--- src/rtl/voq_scheduler_if.sv ---
// voq_scheduler_if: bundles the scheduler's slot-control, VOQ status, dequeue and crossbar-select signals.
// Latency: none; this is wiring only.
// Backpressure: none; the scheduler samples sched_enable only at slot boundaries.
// Modports: master drives sched_enable/voq_nonempty and observes the rest; slave is the scheduler.
interface voq_scheduler_if #(
  parameter int INGRESS_CNT = 4,
  parameter int EGRESS_CNT  = 4
);
  localparam int IW = $clog2(INGRESS_CNT);
  localparam int EW = $clog2(EGRESS_CNT);

  logic                               sched_enable;
  logic [INGRESS_CNT*EGRESS_CNT-1:0]  voq_nonempty;
  logic [INGRESS_CNT-1:0]             sched_en;
  logic [INGRESS_CNT*EW-1:0]          sched_sel;
  logic [EGRESS_CNT-1:0]              xbar_valid;
  logic [EGRESS_CNT*IW-1:0]           xbar_src;
  logic                               slot_start;
  logic                               busy;

  modport master (
    output sched_enable, voq_nonempty,
    input  sched_en, sched_sel, xbar_valid, xbar_src, slot_start, busy
  );

  modport slave (
    input  sched_enable, voq_nonempty,
    output sched_en, sched_sel, xbar_valid, xbar_src, slot_start, busy
  );
endinterface

--- src/rtl/voq_scheduler.sv ---
// voq_scheduler: per-slot sequential round-robin ingress->egress matching for the crossbar.
// Latency: SNAP to ISSUE is INGRESS_CNT+1 cycles; one slot every SLOT_CYCLES cycles.
// Backpressure: none; sched_enable only gates the start of the next slot, it never aborts one.
// Ports: clk; reset (async, active-low); sif.slave carries sched_enable/voq_nonempty in and
//        sched_en/sched_sel/xbar_valid/xbar_src/slot_start/busy out (all outputs registered).
module voq_scheduler #(
  parameter int INGRESS_CNT = 4,
  parameter int EGRESS_CNT  = 4,
  parameter int SLOT_CYCLES = 8
) (
  input  logic           clk,
  input  logic           reset,
  voq_scheduler_if.slave sif
);
  localparam int IW = $clog2(INGRESS_CNT);
  localparam int EW = $clog2(EGRESS_CNT);
  localparam int CW = $clog2(SLOT_CYCLES);
  localparam logic [IW:0] IN_CNT = (IW+1)'(INGRESS_CNT);

  typedef enum logic [2:0] {IDLE, SNAP, MATCH, ISSUE, WAIT} state_t;

  state_t                                  state_q, state_d;
  logic [CW-1:0]                           slot_cnt_q, slot_cnt_d;
  logic [IW-1:0]                           rr_in_q, rr_in_d;
  logic [INGRESS_CNT-1:0][EW-1:0]          eg_ptr_q, eg_ptr_d;
  logic [INGRESS_CNT-1:0][EGRESS_CNT-1:0]  snap_q, snap_d;
  logic [EGRESS_CNT-1:0]                   matched_eg_q, matched_eg_d;
  logic [INGRESS_CNT-1:0]                  match_vld_q, match_vld_d;
  logic [INGRESS_CNT-1:0][EW-1:0]          match_eg_q, match_eg_d;

  logic [INGRESS_CNT-1:0]                  sched_en_q, sched_en_d;
  logic [INGRESS_CNT-1:0][EW-1:0]          sched_sel_q, sched_sel_d;
  logic [EGRESS_CNT-1:0]                   xbar_valid_q, xbar_valid_d;
  logic [EGRESS_CNT-1:0][IW-1:0]           xbar_src_q, xbar_src_d;
  logic                                    slot_start_q, slot_start_d;
  logic                                    busy_q, busy_d;

  logic [IW:0]   in_sum;
  logic [IW-1:0] k_in;
  logic [IW-1:0] cur_in;
  logic [EW-1:0] cand;
  logic [EW-1:0] pick;
  logic          found;
  logic          slot_end;

  // Ingress under consideration this MATCH cycle and its first free requested egress,
  // scanning from that ingress's round-robin pointer.
  always_comb begin
    k_in   = (state_q == MATCH) ? IW'(slot_cnt_q - CW'(1)) : '0;
    in_sum = {1'b0, rr_in_q} + {1'b0, k_in};
    if (in_sum >= IN_CNT) begin
      in_sum = in_sum - IN_CNT;
    end
    cur_in = in_sum[IW-1:0];
    found  = 1'b0;
    pick   = '0;
    cand   = '0;
    for (int m = 0; m < EGRESS_CNT; m++) begin
      cand = eg_ptr_q[cur_in] + EW'(m);
      if (!found && snap_q[cur_in][cand] && !matched_eg_q[cand]) begin
        found = 1'b1;
        pick  = cand;
      end
    end
  end

  always_comb begin
    state_d      = state_q;
    slot_cnt_d   = slot_cnt_q;
    rr_in_d      = rr_in_q;
    eg_ptr_d     = eg_ptr_q;
    snap_d       = snap_q;
    matched_eg_d = matched_eg_q;
    match_vld_d  = match_vld_q;
    match_eg_d   = match_eg_q;
    sched_en_d   = '0;
    sched_sel_d  = sched_sel_q;
    xbar_valid_d = xbar_valid_q;
    xbar_src_d   = xbar_src_q;
    slot_start_d = 1'b0;
    slot_end     = ((state_q == ISSUE) || (state_q == WAIT)) &&
                   (slot_cnt_q == CW'(SLOT_CYCLES - 1));

    unique case (state_q)
      IDLE: begin
        if (sif.sched_enable) begin
          state_d      = SNAP;
          slot_start_d = 1'b1;
        end
      end
      SNAP: begin
        snap_d       = sif.voq_nonempty;
        matched_eg_d = '0;
        match_vld_d  = '0;
        state_d      = MATCH;
        slot_cnt_d   = CW'(1);
      end
      MATCH: begin
        slot_cnt_d = slot_cnt_q + CW'(1);
        if (found) begin
          match_vld_d[cur_in] = 1'b1;
          match_eg_d[cur_in]  = pick;
          matched_eg_d[pick]  = 1'b1;
        end
        // The last ingress's decision is folded in here so the issue outputs are
        // registered and visible exactly during the ISSUE cycle.
        if (slot_cnt_q == CW'(INGRESS_CNT)) begin
          state_d      = ISSUE;
          xbar_valid_d = '0;
          for (int i = 0; i < INGRESS_CNT; i++) begin
            if (match_vld_d[i]) begin
              sched_en_d[i]                = 1'b1;
              sched_sel_d[i]               = match_eg_d[i];
              xbar_valid_d[match_eg_d[i]]  = 1'b1;
              xbar_src_d[match_eg_d[i]]    = IW'(i);
            end
          end
        end
      end
      ISSUE: begin
        for (int i = 0; i < INGRESS_CNT; i++) begin
          if (match_vld_q[i]) begin
            eg_ptr_d[i] = match_eg_q[i] + EW'(1);
          end
        end
        rr_in_d    = (rr_in_q == IW'(INGRESS_CNT - 1)) ? '0 : rr_in_q + IW'(1);
        state_d    = WAIT;
        slot_cnt_d = slot_cnt_q + CW'(1);
      end
      WAIT: begin
        slot_cnt_d = slot_cnt_q + CW'(1);
      end
      default: begin
        state_d = IDLE;
      end
    endcase

    // End of slot: chain straight into the next SNAP or fall back to IDLE.
    // Also covers ISSUE being the last cycle when SLOT_CYCLES == INGRESS_CNT+2.
    if (slot_end) begin
      slot_cnt_d = '0;
      if (sif.sched_enable) begin
        state_d      = SNAP;
        slot_start_d = 1'b1;
      end else begin
        state_d      = IDLE;
        xbar_valid_d = '0;
      end
    end

    busy_d = (state_d != IDLE);
  end

  always_ff @(posedge clk or negedge reset) begin
    if (!reset) begin
      state_q      <= IDLE;
      slot_cnt_q   <= '0;
      rr_in_q      <= '0;
      eg_ptr_q     <= '0;
      snap_q       <= '0;
      matched_eg_q <= '0;
      match_vld_q  <= '0;
      match_eg_q   <= '0;
      sched_en_q   <= '0;
      sched_sel_q  <= '0;
      xbar_valid_q <= '0;
      xbar_src_q   <= '0;
      slot_start_q <= 1'b0;
      busy_q       <= 1'b0;
    end else begin
      state_q      <= state_d;
      slot_cnt_q   <= slot_cnt_d;
      rr_in_q      <= rr_in_d;
      eg_ptr_q     <= eg_ptr_d;
      snap_q       <= snap_d;
      matched_eg_q <= matched_eg_d;
      match_vld_q  <= match_vld_d;
      match_eg_q   <= match_eg_d;
      sched_en_q   <= sched_en_d;
      sched_sel_q  <= sched_sel_d;
      xbar_valid_q <= xbar_valid_d;
      xbar_src_q   <= xbar_src_d;
      slot_start_q <= slot_start_d;
      busy_q       <= busy_d;
    end
  end

  assign sif.sched_en   = sched_en_q;
  assign sif.sched_sel  = sched_sel_q;
  assign sif.xbar_valid = xbar_valid_q;
  assign sif.xbar_src   = xbar_src_q;
  assign sif.slot_start = slot_start_q;
  assign sif.busy       = busy_q;
endmodule
--- src/flat_wrapper.sv ---
// flat-port wrapper written by rule: the top's interface ports become plain ports
module voq_scheduler_flat 
#(
  parameter int INGRESS_CNT = 4,
  parameter int EGRESS_CNT  = 4,
  parameter int SLOT_CYCLES = 8
)
  (clk, reset, sif_sched_enable, sif_voq_nonempty, sif_sched_en, sif_sched_sel, sif_xbar_valid, sif_xbar_src, sif_slot_start, sif_busy);
  voq_scheduler_if #(.INGRESS_CNT(INGRESS_CNT), .EGRESS_CNT(EGRESS_CNT)) sif_i ();
  input  logic clk;
  input  logic reset;
  input wire logic [$bits(sif_i.sched_enable)-1:0] sif_sched_enable;
  input wire logic [$bits(sif_i.voq_nonempty)-1:0] sif_voq_nonempty;
  output wire logic [$bits(sif_i.sched_en)-1:0] sif_sched_en;
  output wire logic [$bits(sif_i.sched_sel)-1:0] sif_sched_sel;
  output wire logic [$bits(sif_i.xbar_valid)-1:0] sif_xbar_valid;
  output wire logic [$bits(sif_i.xbar_src)-1:0] sif_xbar_src;
  output wire logic [$bits(sif_i.slot_start)-1:0] sif_slot_start;
  output wire logic [$bits(sif_i.busy)-1:0] sif_busy;
  assign sif_i.sched_enable = sif_sched_enable;
  assign sif_i.voq_nonempty = sif_voq_nonempty;
  assign sif_sched_en = sif_i.sched_en;
  assign sif_sched_sel = sif_i.sched_sel;
  assign sif_xbar_valid = sif_i.xbar_valid;
  assign sif_xbar_src = sif_i.xbar_src;
  assign sif_slot_start = sif_i.slot_start;
  assign sif_busy = sif_i.busy;
  voq_scheduler #(.INGRESS_CNT(INGRESS_CNT), .EGRESS_CNT(EGRESS_CNT), .SLOT_CYCLES(SLOT_CYCLES)) u_core (.clk(clk), .reset(reset), .sif(sif_i));
endmodule
--- config.mk ---
export PLATFORM = sky130hd
export DESIGN_NAME = voq_scheduler_flat
export DESIGN_NICKNAME = d
export VERILOG_FILES = /design/src/rtl/voq_scheduler_if.sv /design/src/rtl/voq_scheduler.sv /design/src/flat_wrapper.sv
export SDC_FILE = /design/constraint.sdc
export NUM_CORES = 1
export LEC_CHECK = 0
export ABC_AREA = 1
export BUFFER_PORTS_ARGS = -buffer_cell sky130_fd_sc_hd__clkbuf_2
export CAP_MARGIN = 20
export CORE_MARGIN = 8
export CORE_UTILIZATION = 50
export DETAILED_ROUTE_END_ITERATION = 12
export GPL_ROUTABILITY_DRIVEN = 1
export PLACE_DENSITY = 0.68
export SLEW_MARGIN = 20
export SYNTH_ARGS = -nofsm -noshare
export SYNTH_HDL_FRONTEND = slang
export SYNTH_SLANG_ARGS = --single-unit
--- constraint.sdc ---
create_clock -name clk -period 4 [get_ports clk]
set_clock_uncertainty 0.05 [all_clocks]
set_input_delay 0 -clock clk [delete_from_list [all_inputs] [get_ports clk]]
set_output_delay 0 -clock clk [all_outputs]
set_load 0.02 [all_outputs]
==> impl_metrics.tcl <==
set metrics [dict create \
    grt_max_degree 75 \
    yosysTopAreaCell "dfrtp_1" \
    antenna_left 0 \
    h-tree-depth 3 \
    routed_wl_um 9660 \
    hold_class "primary input to async pin" \
    ff2ff_path_depth 26 \
    grt_usage 0.181 \
    cp_data_required_time_ns 4.20 \
    maxSlewViolCount 0 \
    antenna_found_initial 0 \
    cts.reportedPaths.clkPinSlew_ns 0.09 \
    ff2ff_setup_slack_ns 0.41 \
    cts_buffers 9 \
    worstSkewPairLatency_ns 0.35 \
    fp.coreArea_mm2 0.00805 \
    area_growth_syn_to_layout_pct 18.3 \
    setup_ws_ns 0.406 \
    routed-via-count 3689 \
    synth_compound_area_frac 0.109 \
    syn_inst 541 \
    antenna_cells 0 \
    synthXorXnorAreaFrac 0.00858 \
    port_buffers 44 \
    fp.dieW_um 106 \
    muxShareOfSynthArea 0.00980 \
    slew_headroom 0.369 \
    initial_core_util 0.507 \
    cp-start-kind "flop" \
    status "finished clean" \
    place_congestion 0.903 \
    clockBufferDepth 2 \
    synthesis.nets 565 \
    max_clock_freq_ghz 0.278 \
    final_common_cell "nand2_1" \
    die_h_um 106 \
    period_minus_slack_ns 3.59 \
    drive_gt1_frac 0.186 \
    syn_area_per_cell_um2 7.55 \
    synth-simple-area-share 0.336 \
    synth_cell_types 38 \
    path_max_fanout 13 \
    grt_pass1_vias 3596 \
    ys_ff_latch 74 \
    dpl.hpwl_um 7090 \
    final_cell_mix "188 x nand2_1, 74 x dfrtp_1, 51 x inv_1, 43 x clkbuf_2, 42 x nor2_1" \
    rsz0062_at_grt "no" \
    end_kind "flop" \
    grt_pass1_wl_um 16800 \
    io_pins 45 \
    grt-ovfl-total 0 \
    tightest_slew_ns 0.946 \
    cts_sinks 74 \
    hold_viol 0 \
    setup_viol 0 \
    worstReg2RegEnd "u_core.sif.xbar_valid[2]" \
    cts_tree "done" \
    synth_warnings 0 \
    ys.flop_type "dfrtp_1" \
    crit_type "flop to flop" \
    synth_fa_ha_area_frac 0.0153 \
    rows 33 \
    reg2reg_from "u_core.state_q[2]" \
    cp.arrival_ns 3.80 \
    hold_ws_ns 0.276 \
    fin_crit_sh 0.899 \
    first_pass_iters 5 \
    synth.area.top_cells "dfrtp_1 45%, nand2_1 17%, nand3_1 4.9%" \
    layout.nets 633 \
    synth-edff-count 0 \
    synth_top_family_by_area "simple AND/OR/NAND/NOR gates" \
    synth_area_mm2 0.00408 \
    seq_area_frac_synth 0.453 \
    drtIter0Drc 217 \
    yosysTopAreaCellShare 0.453 \
    async_reset_ff_frac 1.00 \
    die_area_mm2 0.0113 \
    clockRootBuffer "clkbuf_8" \
    drc 0 \
    nFillCells 754 \
    fin_tns_setup_ns 0 \
    via_per_inst 5.13 \
    dp_slack_ns 0.267 \
    drv_cap 0 \
    wl_per_cell_um 13.4 \
]
critical path, cell delays in order, from the launching register on:
cell     delay [ns]
dfrtp_1        0.41
inv_1          0.10
nand2_2        0.07
nor2_4         0.09
inv_1          0.05
nor2_1         0.15
ha_4           0.27
buf_4          0.18
or2_2          0.29
o21ai_0        0.07
nand3_1        0.09
nand2_1        0.11
nand2_1        0.08
nand2_1        0.11
inv_1          0.05
nand3_1        0.07
nand2_1        0.08
nor2_4         0.13
nand3_1        0.10
nand2_2        0.10
nand2_4        0.10
o21ai_4        0.19
inv_2          0.10
nand3_1        0.15
nand3_1        0.09
nor2_1         0.15
nor2_1         0.05
Yosys cell counts (6+ instances only):
cell	instances
a21oi_1	14
clkbuf_1	8
dfrtp_1	74
inv_1	51
inv_2	11
nand2_1	188
nand2_2	10
nand3_1	40
nor2_1	42
o21a_1	6
o21ai_0	27
o21ai_1	8
metrics by stage:
step	util	instance area [um^2]	std cells
after CTS	0.597	4800	718
after global routing	0.600	4830	719
after global placement	0.550	4430	684
after floorplan	-	4080	541
after detailed placement	0.550	4430	684
final	0.600	4830	719
cell type report:
type	count	area, um^2	area share
Tap cell	105	131	0.0272
Sequential cell	74	1850	0.383
Inverter	62	233	0.0482
Multi-Input combinational cell	395	1980	0.410
Clock buffer	10	128	0.0264
Clock inverter	6	66.3	0.0137
Timing Repair Buffer	67	440	0.0911
layer usage:
layer  vias up  share of wire  routed length (um)  global-route usage
li1       1859              -                   -                   -
met1      1739           0.47                4530               0.243
met5         -              0                   0                   0
met3        12          0.048                 463              0.0327
met2        79           0.47                4520               0.286
met4         0          0.015                 143              0.0683
sequential cells by signal, indices dropped and copies added, names as in the netlist:
signal	cells
u_core.snap_q	16
u_core.eg_ptr_q	8
u_core.match_eg_q	8
u_core.sif.sched_sel	8
u_core.sif.xbar_src	8
u_core.match_vld_q	4
u_core.matched_eg_q	4
u_core.sif.sched_en	4
u_core.sif.xbar_valid	4
u_core.slot_cnt_q	3
u_core.state_q	3
u_core.rr_in_q	2
u_core.sif.busy	1
u_core.sif.slot_start	1
timing repair:
action,in CTS,in global routing
endpoints found under the hold margin,93,0
gates resized for setup,0,3
endpoints found under the setup margin,0,11
hold buffers,18,0
buffers inserted,0,1
worst max-delay path by stage:
stage                            from  cells past startpoint                       end  slack (ns)
finish              u_core.state_q[2]                     26  u_core.sif.xbar_valid[2]        0.41
global route        u_core.state_q[2]                     29  u_core.sif.xbar_valid[2]        0.01
CTS                 u_core.state_q[2]                     26  u_core.sif.xbar_valid[2]        0.27
detailed placement  u_core.state_q[2]                     26  u_core.sif.xbar_valid[2]        0.27
global placement    u_core.state_q[2]                     24  u_core.sif.xbar_valid[2]        0.37
floorplan           u_core.state_q[2]                     25  u_core.sif.xbar_valid[2]        0.54
cells by family (layout without fill, tap and decap cells):
logic type / count (synthesis) / after routing
AND/OR/NAND/NOR: 309 / 309
flip-flops: 74 / 74
AO/OA/AOI/OAI: 73 / 73
buffers and inverters: 72 / 145
adder cells (fa/ha/maj): 5 / 5
XOR/XNOR: 4 / 4
multiplexers: 4 / 4
Power is left out: the tool's default activity adds up to more than one toggle a clock period on the data nets, which glitch-free logic cannot reach.
